**config.mk**
```make
export PLATFORM = sky130hd
export DESIGN_NAME = arm_mc_controller
export DESIGN_NICKNAME = d
export VERILOG_FILES = /design/src/rtl/arm_mc_controller.sv
export SDC_FILE = /design/constraint.sdc
export NUM_CORES = 1
export LEC_CHECK = 0
export CAP_MARGIN = 20
export CORE_ASPECT_RATIO = 0.8
export CORE_MARGIN = 4
export CORE_UTILIZATION = 45
export CTS_CLUSTER_SIZE = 24
export DETAILED_ROUTE_END_ITERATION = 7
export DONT_BUFFER_PORTS = 1
export SLEW_MARGIN = 20
export SYNTH_ARGS = -nofsm -noshare
export SYNTH_HDL_FRONTEND = slang
export SYNTH_SLANG_ARGS = --single-unit
```
**constraint.sdc**
```tcl
create_clock -name clk -period 2.3 [get_ports clk]
set_input_delay 0.345 -clock clk [delete_from_list [all_inputs] [get_ports clk]]
set_output_delay 0.345 -clock clk [all_outputs]
set_load 0.01 [all_outputs]
```
**src/rtl/arm_mc_controller.sv**
```systemverilog
// Purpose : multicycle control FSM for the 32-bit ARM-subset datapath (flags, CondEx, enables, mux selects).
// Latency : DP 4, LDR 5, STR 4, B 3, undefined 2 cycles per instruction; outputs are Moore (state + cx).
// Backpress: none; the FSM advances every cycle, and write enables are forced low while rst_n is low.
//
// Ports:
//   clk, rst_n               clock (rising edge), asynchronous active-low reset
//   Op, Funct, Rd, Cond      instruction fields from the instruction register
//   ALUFlag                  {N,Z,C,V} from the ALU, sampled at the end of execute states
//   ALUControl               00 ADD, 01 SUB, 10 AND, 11 OR
//   PCWrite/MemWrite/RegWrite/IRWrite   write enables
//   AdrSrc, ALUSrcA, ALUSrcB, ResultSrc, ImmSrc, RegSrc   datapath mux selects
//   Flags                    architectural {N,Z,C,V}
//   Undef                    undefined-instruction indicator
//
// Build option: define CTRL_UNDEF_TRAP_EN to trap undefined instructions in a sticky HALT state.
module arm_mc_controller (
  input  logic       clk,
  input  logic       rst_n,
  input  logic [1:0] Op,
  input  logic [5:0] Funct,
  input  logic [3:0] Rd,
  input  logic [3:0] Cond,
  input  logic [3:0] ALUFlag,
  output logic [1:0] ALUControl,
  output logic       PCWrite,
  output logic       MemWrite,
  output logic       RegWrite,
  output logic       IRWrite,
  output logic       AdrSrc,
  output logic       ALUSrcA,
  output logic [1:0] ALUSrcB,
  output logic [1:0] ResultSrc,
  output logic [1:0] ImmSrc,
  output logic [1:0] RegSrc,
  output logic [3:0] Flags,
  output logic       Undef
);

  typedef enum logic [3:0] {
    S_FETCH    = 4'd0,
    S_DECODE   = 4'd1,
    S_MEMADR   = 4'd2,
    S_MEMREAD  = 4'd3,
    S_MEMWRITE = 4'd4,
    S_MEMWB    = 4'd5,
    S_EXECR    = 4'd6,
    S_EXECI    = 4'd7,
    S_ALUWB    = 4'd8,
    S_BRANCH   = 4'd9,
    S_HALT     = 4'd10
  } state_t;

  state_t     state, state_nxt;
  logic       cx;
  logic [3:0] flags_q;

  logic       cmd_ok;
  logic [1:0] cmd_alu;
  logic       cmd_arith;

  logic       pcw_s, memw_s, regw_s, irw_s;

  // Condition-code evaluation against the stored flags.
  function automatic logic condex(input logic [3:0] c, input logic [3:0] f);
    logic n, z, cf, v;
    logic r;
    {n, z, cf, v} = f;
    case (c)
      4'b0000: r = z;
      4'b0001: r = !z;
      4'b0010: r = cf;
      4'b0011: r = !cf;
      4'b0100: r = n;
      4'b0101: r = !n;
      4'b0110: r = v;
      4'b0111: r = !v;
      4'b1000: r = cf & !z;
      4'b1001: r = !cf | z;
      4'b1010: r = (n == v);
      4'b1011: r = (n != v);
      4'b1100: r = !z & (n == v);
      4'b1101: r = z | (n != v);
      4'b1110: r = 1'b1;
      default: r = 1'b0;
    endcase
    return r;
  endfunction

  always_comb begin
    cmd_ok    = 1'b1;
    cmd_alu   = 2'b00;
    cmd_arith = 1'b0;
    case (Funct[4:1])
      4'b0100: begin cmd_alu = 2'b00; cmd_arith = 1'b1; end
      4'b0010: begin cmd_alu = 2'b01; cmd_arith = 1'b1; end
      4'b0000: cmd_alu = 2'b10;
      4'b1100: cmd_alu = 2'b11;
      default: cmd_ok = 1'b0;
    endcase
  end

  // State register
  always_ff @(posedge clk or negedge rst_n) begin
    if (!rst_n) state <= S_FETCH;
    else        state <= state_nxt;
  end

  // cx folds the condition check and, for data-processing, cmd support,
  // so a single bit gates every write of the instruction in flight.
  always_ff @(posedge clk or negedge rst_n) begin
    if (!rst_n) begin
      cx <= 1'b0;
    end else if (state == S_DECODE) begin
      cx <= condex(Cond, flags_q) & ((Op != 2'b00) | cmd_ok);
    end
  end

  // Flags register: only written at the end of a data-processing execute.
  always_ff @(posedge clk or negedge rst_n) begin
    if (!rst_n) begin
      flags_q <= 4'b0000;
    end else if ((state == S_EXECR || state == S_EXECI) && cx && Funct[0]) begin
      if (cmd_arith) flags_q <= ALUFlag;
      else           flags_q[3:2] <= ALUFlag[3:2];
    end
  end

  // Next-state logic
  always_comb begin
    state_nxt = S_FETCH;
    case (state)
      S_FETCH:  state_nxt = S_DECODE;
      S_DECODE: begin
        case (Op)
          2'b00: begin
`ifdef CTRL_UNDEF_TRAP_EN
            if (!cmd_ok)        state_nxt = S_HALT;
            else if (Funct[5])  state_nxt = S_EXECI;
            else                state_nxt = S_EXECR;
`else
            state_nxt = Funct[5] ? S_EXECI : S_EXECR;
`endif
          end
          2'b01:   state_nxt = S_MEMADR;
          2'b10:   state_nxt = S_BRANCH;
          default: begin
`ifdef CTRL_UNDEF_TRAP_EN
            state_nxt = S_HALT;
`else
            state_nxt = S_FETCH;
`endif
          end
        endcase
      end
      S_MEMADR:   state_nxt = Funct[0] ? S_MEMREAD : S_MEMWRITE;
      S_MEMREAD:  state_nxt = S_MEMWB;
      S_MEMWB:    state_nxt = S_FETCH;
      S_MEMWRITE: state_nxt = S_FETCH;
      S_EXECR:    state_nxt = S_ALUWB;
      S_EXECI:    state_nxt = S_ALUWB;
      S_ALUWB:    state_nxt = S_FETCH;
      S_BRANCH:   state_nxt = S_FETCH;
      S_HALT:     state_nxt = S_HALT;
      default:    state_nxt = S_FETCH;
    endcase
  end

  // Moore outputs
  always_comb begin
    ALUControl = 2'b00;
    pcw_s      = 1'b0;
    memw_s     = 1'b0;
    regw_s     = 1'b0;
    irw_s      = 1'b0;
    AdrSrc     = 1'b0;
    ALUSrcA    = 1'b0;
    ALUSrcB    = 2'b00;
    ResultSrc  = 2'b00;
    case (state)
      S_FETCH: begin
        irw_s     = 1'b1;
        pcw_s     = 1'b1;
        ALUSrcA   = 1'b1;
        ALUSrcB   = 2'b10;
        ResultSrc = 2'b10;
      end
      S_DECODE: begin
        ALUSrcA   = 1'b1;
        ALUSrcB   = 2'b10;
        ResultSrc = 2'b10;
      end
      S_MEMADR:   ALUSrcB = 2'b01;
      S_MEMREAD:  AdrSrc  = 1'b1;
      S_MEMWRITE: begin
        AdrSrc = 1'b1;
        memw_s = cx;
      end
      S_MEMWB: begin
        ResultSrc = 2'b01;
        regw_s    = cx & (Rd != 4'd15);
        pcw_s     = cx & (Rd == 4'd15);
      end
      S_EXECR: ALUControl = cmd_alu;
      S_EXECI: begin
        ALUSrcB    = 2'b01;
        ALUControl = cmd_alu;
      end
      S_ALUWB: begin
        regw_s = cx & (Rd != 4'd15);
        pcw_s  = cx & (Rd == 4'd15);
      end
      S_BRANCH: begin
        ALUSrcB   = 2'b01;
        ResultSrc = 2'b10;
        pcw_s     = cx;
      end
      default: ;
    endcase
  end

  // Reset parks the FSM in FETCH, whose enables are active; mask them while
  // rst_n is low so nothing is written during or at the edge of reset.
  assign PCWrite  = pcw_s  & rst_n;
  assign MemWrite = memw_s & rst_n;
  assign RegWrite = regw_s & rst_n;
  assign IRWrite  = irw_s  & rst_n;

  assign ImmSrc = Op;
  assign RegSrc = {Op == 2'b01, Op == 2'b10};
  assign Flags  = flags_q;

`ifdef CTRL_UNDEF_TRAP_EN
  assign Undef = (state == S_HALT);
`else
  assign Undef = 1'b0;
`endif

endmodule

```
==> impl_metrics.toml <==
[outcome]
status = "completed"

[floorplan]
rows = 13
coreArea_sq_um = 1710
fp.dieH_um = 47.0
pin_count = 43
die_area_sq_um = 2670
start_util_pct = 50.2
die_w_um = 56.8

[yosys]
synth_nets = 132
synth.avg_cell_area_sq_um = 7.79
synthDistinctLibCells = 36
netlist_area_sq_um = 857
ys.warnings.count = 0
synthFlopType = "dfrtp_1"
ys_seq_area_share_pct = 26.3
syn_inst = 110
ys_seq_elements = 9
synth_edf_count = 0
synthArstFlopShare_pct = 100

[route]
drtIter0Drc = 22
drc = 0
totalWireLength_um = 2190
wl_met3_um = 264
wl_per_cell_um = 17.4
top_layer = "met4"
met2_length_um = 843
viasPerCell = 6.37
firstDrtPassIters = 4
met1_length_um = 1060
vias = 802
final_antenna_net_count = 0

[setup_path]
path_cells = "and2b_1 -> nand4_1 -> nor4_1 -> mux2_2"
cp-start-kind = "flop"
worstRegToRegCells = 4
cp_slowest_cell = "nor4_1"
arrival_ns = 2.27
rr_endpoint = "Flags[0]"
required_ns = 2.45
r2r_slack_ns = 0.18
crit_fanout = 11
endpoint_kind = "flop"
r2r_start = "state[3]"
slowest_delay_ns = 0.56
crit_type = "flop to flop"

[cts]
root_buffer = "clkbuf_4"
htree_levels = 1
cts_tree = "done"
clk_pin_slew_ns = 0.06
cts_setup_buffers = 0
clock-sinks = 9
clk_latency_ns = 0.26
post_cts_resized = 0
cts_buffers = 3
clk_path_buf_depth = 2

[min_path]
holdPathEnd = "Flags[1]"
worstHoldStart = "ALUFlag[1]"
hp-class = "input pin to flop"
hold_depth = 1

[place]
port_buffers = 0
place.gp.congestion = 0.755
post-dp-hpwl_um = 1690

[final_layout]
diodes = 0
area.growth.synth_to_final_pct = 0.146
nets = 127
final_util_pct = 50.3
layout-drive-gt1-share_pct = 10.6
layout_commonest_cell = "nor2_1"
final_cell_mix = "nor2_1 (10), dfrtp_1 (9), nand2_1 (8)"

[grt]
grt_pass1_wl_um = 3650
grt_pass1_vias = 768
grt.total_usage_pct = 17.9
grt_max_degree = 17
grt_antenna_before_repair = 0
grt-ovfl-total = 0

[power]
finalPower_uw = 802
power.density_nw_per_um2 = 934
leakage_nw = 0.348
vdd_drop_max_mv = 0.701

[sta]
slew_violations = 0
tightest_slew_ns = 0.570
min_period_over_period_pct = 92.2
period_minus_slack_ns = 2.12
final.setup.tns_ns = 0
slew_headroom_pct = 61.6
fin_skew_ns = 0.00256
fmax_ghz = 0.471
rsz0062_at_grt = "false"
setup_violations = 0
finalHoldViolCount = 0

[job]
max_cap_viol_count = 0
==> state kept, by name, indices dropped and copies added (netlist names) <==
name / cells
state: 4
Flags: 4
cx: 1
==> metal layers <==
metal	up-vias	GRT usage (%)
met3	4	4.95
met4	0	6.94
met2	54	26.3
met1	365	25.3
li1	379	-
met5	-	0
==> area by class of cell <==
cell class,instances,area [sq um]
inverter,3,11.3
multi-input combinational,87,558
clock buffer,4,26.3
fill,175,850
timing repair buffer,1,10.0
sequential,9,225
tap,22,27.5
==> kinds of logic (layout without fill, tap and decap cells) <==
family / Yosys count / count (layout) / share of synthesized area, %
compound gates: 21 / 21 / 16.3
buf+inv: 14 / 8 / 8.61
mux: 6 / 6 / 7.74
flops: 9 / 9 / 26.3
other cells: 1 / 1 / 0.438
simple gates: 52 / 52 / 33.4
xor+xnor: 7 / 7 / 7.15
==> through the flow <==
step	instances	hold slack, ns	area [sq um]	setup slack [ns]
2_1_floorplan	110	0.0494	857	0.675
3_3_place_gp	121	0.0497	822	0.432
3_5_place_dp	121	0.0497	822	0.277
4_1_cts	126	0.221	858	0.271
5_1_grt	126	0.219	858	0.0988
6_report	126	0.233	858	0.179
==> how the worst max path moves through the flow <==
stage	startpoint	to	slack, ns	depth (start not counted)
after floorplan	state[3]	IRWrite	0.67	4
after global placement	state[3]	Flags[1]	0.43	4
after detailed placement	state[3]	Flags[0]	0.28	4
after CTS	state[3]	Flags[0]	0.27	4
after global routing	state[3]	Flags[1]	0.1	4
final	state[3]	Flags[0]	0.18	4
==> power by group <==
part | internal (mW) | switching, mW | total [mW]
clock network | 0.0670 | 0.0571 | 0.124
logic | 0.147 | 0.210 | 0.356
registers | 0.203 | 0.119 | 0.322
total | 0.417 | 0.385 | 0.802
==> synth_stat cells (all sizes together), types with 2 or more instances <==
| cell type | number | share of area (%) |
|---|---|---|
| xnor2 | 2 | 2.0 |
| o21ai | 5 | 2.9 |
| nand2 | 8 | 3.5 |
| a21oi | 7 | 4.1 |
| o22ai | 2 | 1.5 |
| dfrtp | 9 | 26 |
| mux2 | 5 | 6.6 |
| a2111oi | 2 | 2.8 |
| buf | 6 | 5.1 |
| nand2b | 3 | 2.2 |
| inv | 3 | 1.3 |
| nor3 | 7 | 4.1 |
| nor2 | 10 | 4.4 |
| nor4 | 3 | 2.2 |
| nand3b | 5 | 4.4 |
| xor2 | 5 | 5.1 |
| nand4 | 2 | 1.5 |
| nor3b | 2 | 1.8 |
| clkbuf | 5 | 2.2 |
| nor2b | 6 | 4.4 |
==> repair_timing <==
action                                 in CTS  in global routing
hold buffers                                1                  0
endpoints found under the hold margin       9                  0
setup endpoints to repair                   0                  0
==> critical path, delay by kind of cell (launching register included) <==
kind | cells | cell delay, ns
and+or+nand+nor | 3 | 1.13
muxes | 1 | 0.39
DFF | 1 | 0.48
Power figures use the tool's default switching activity.
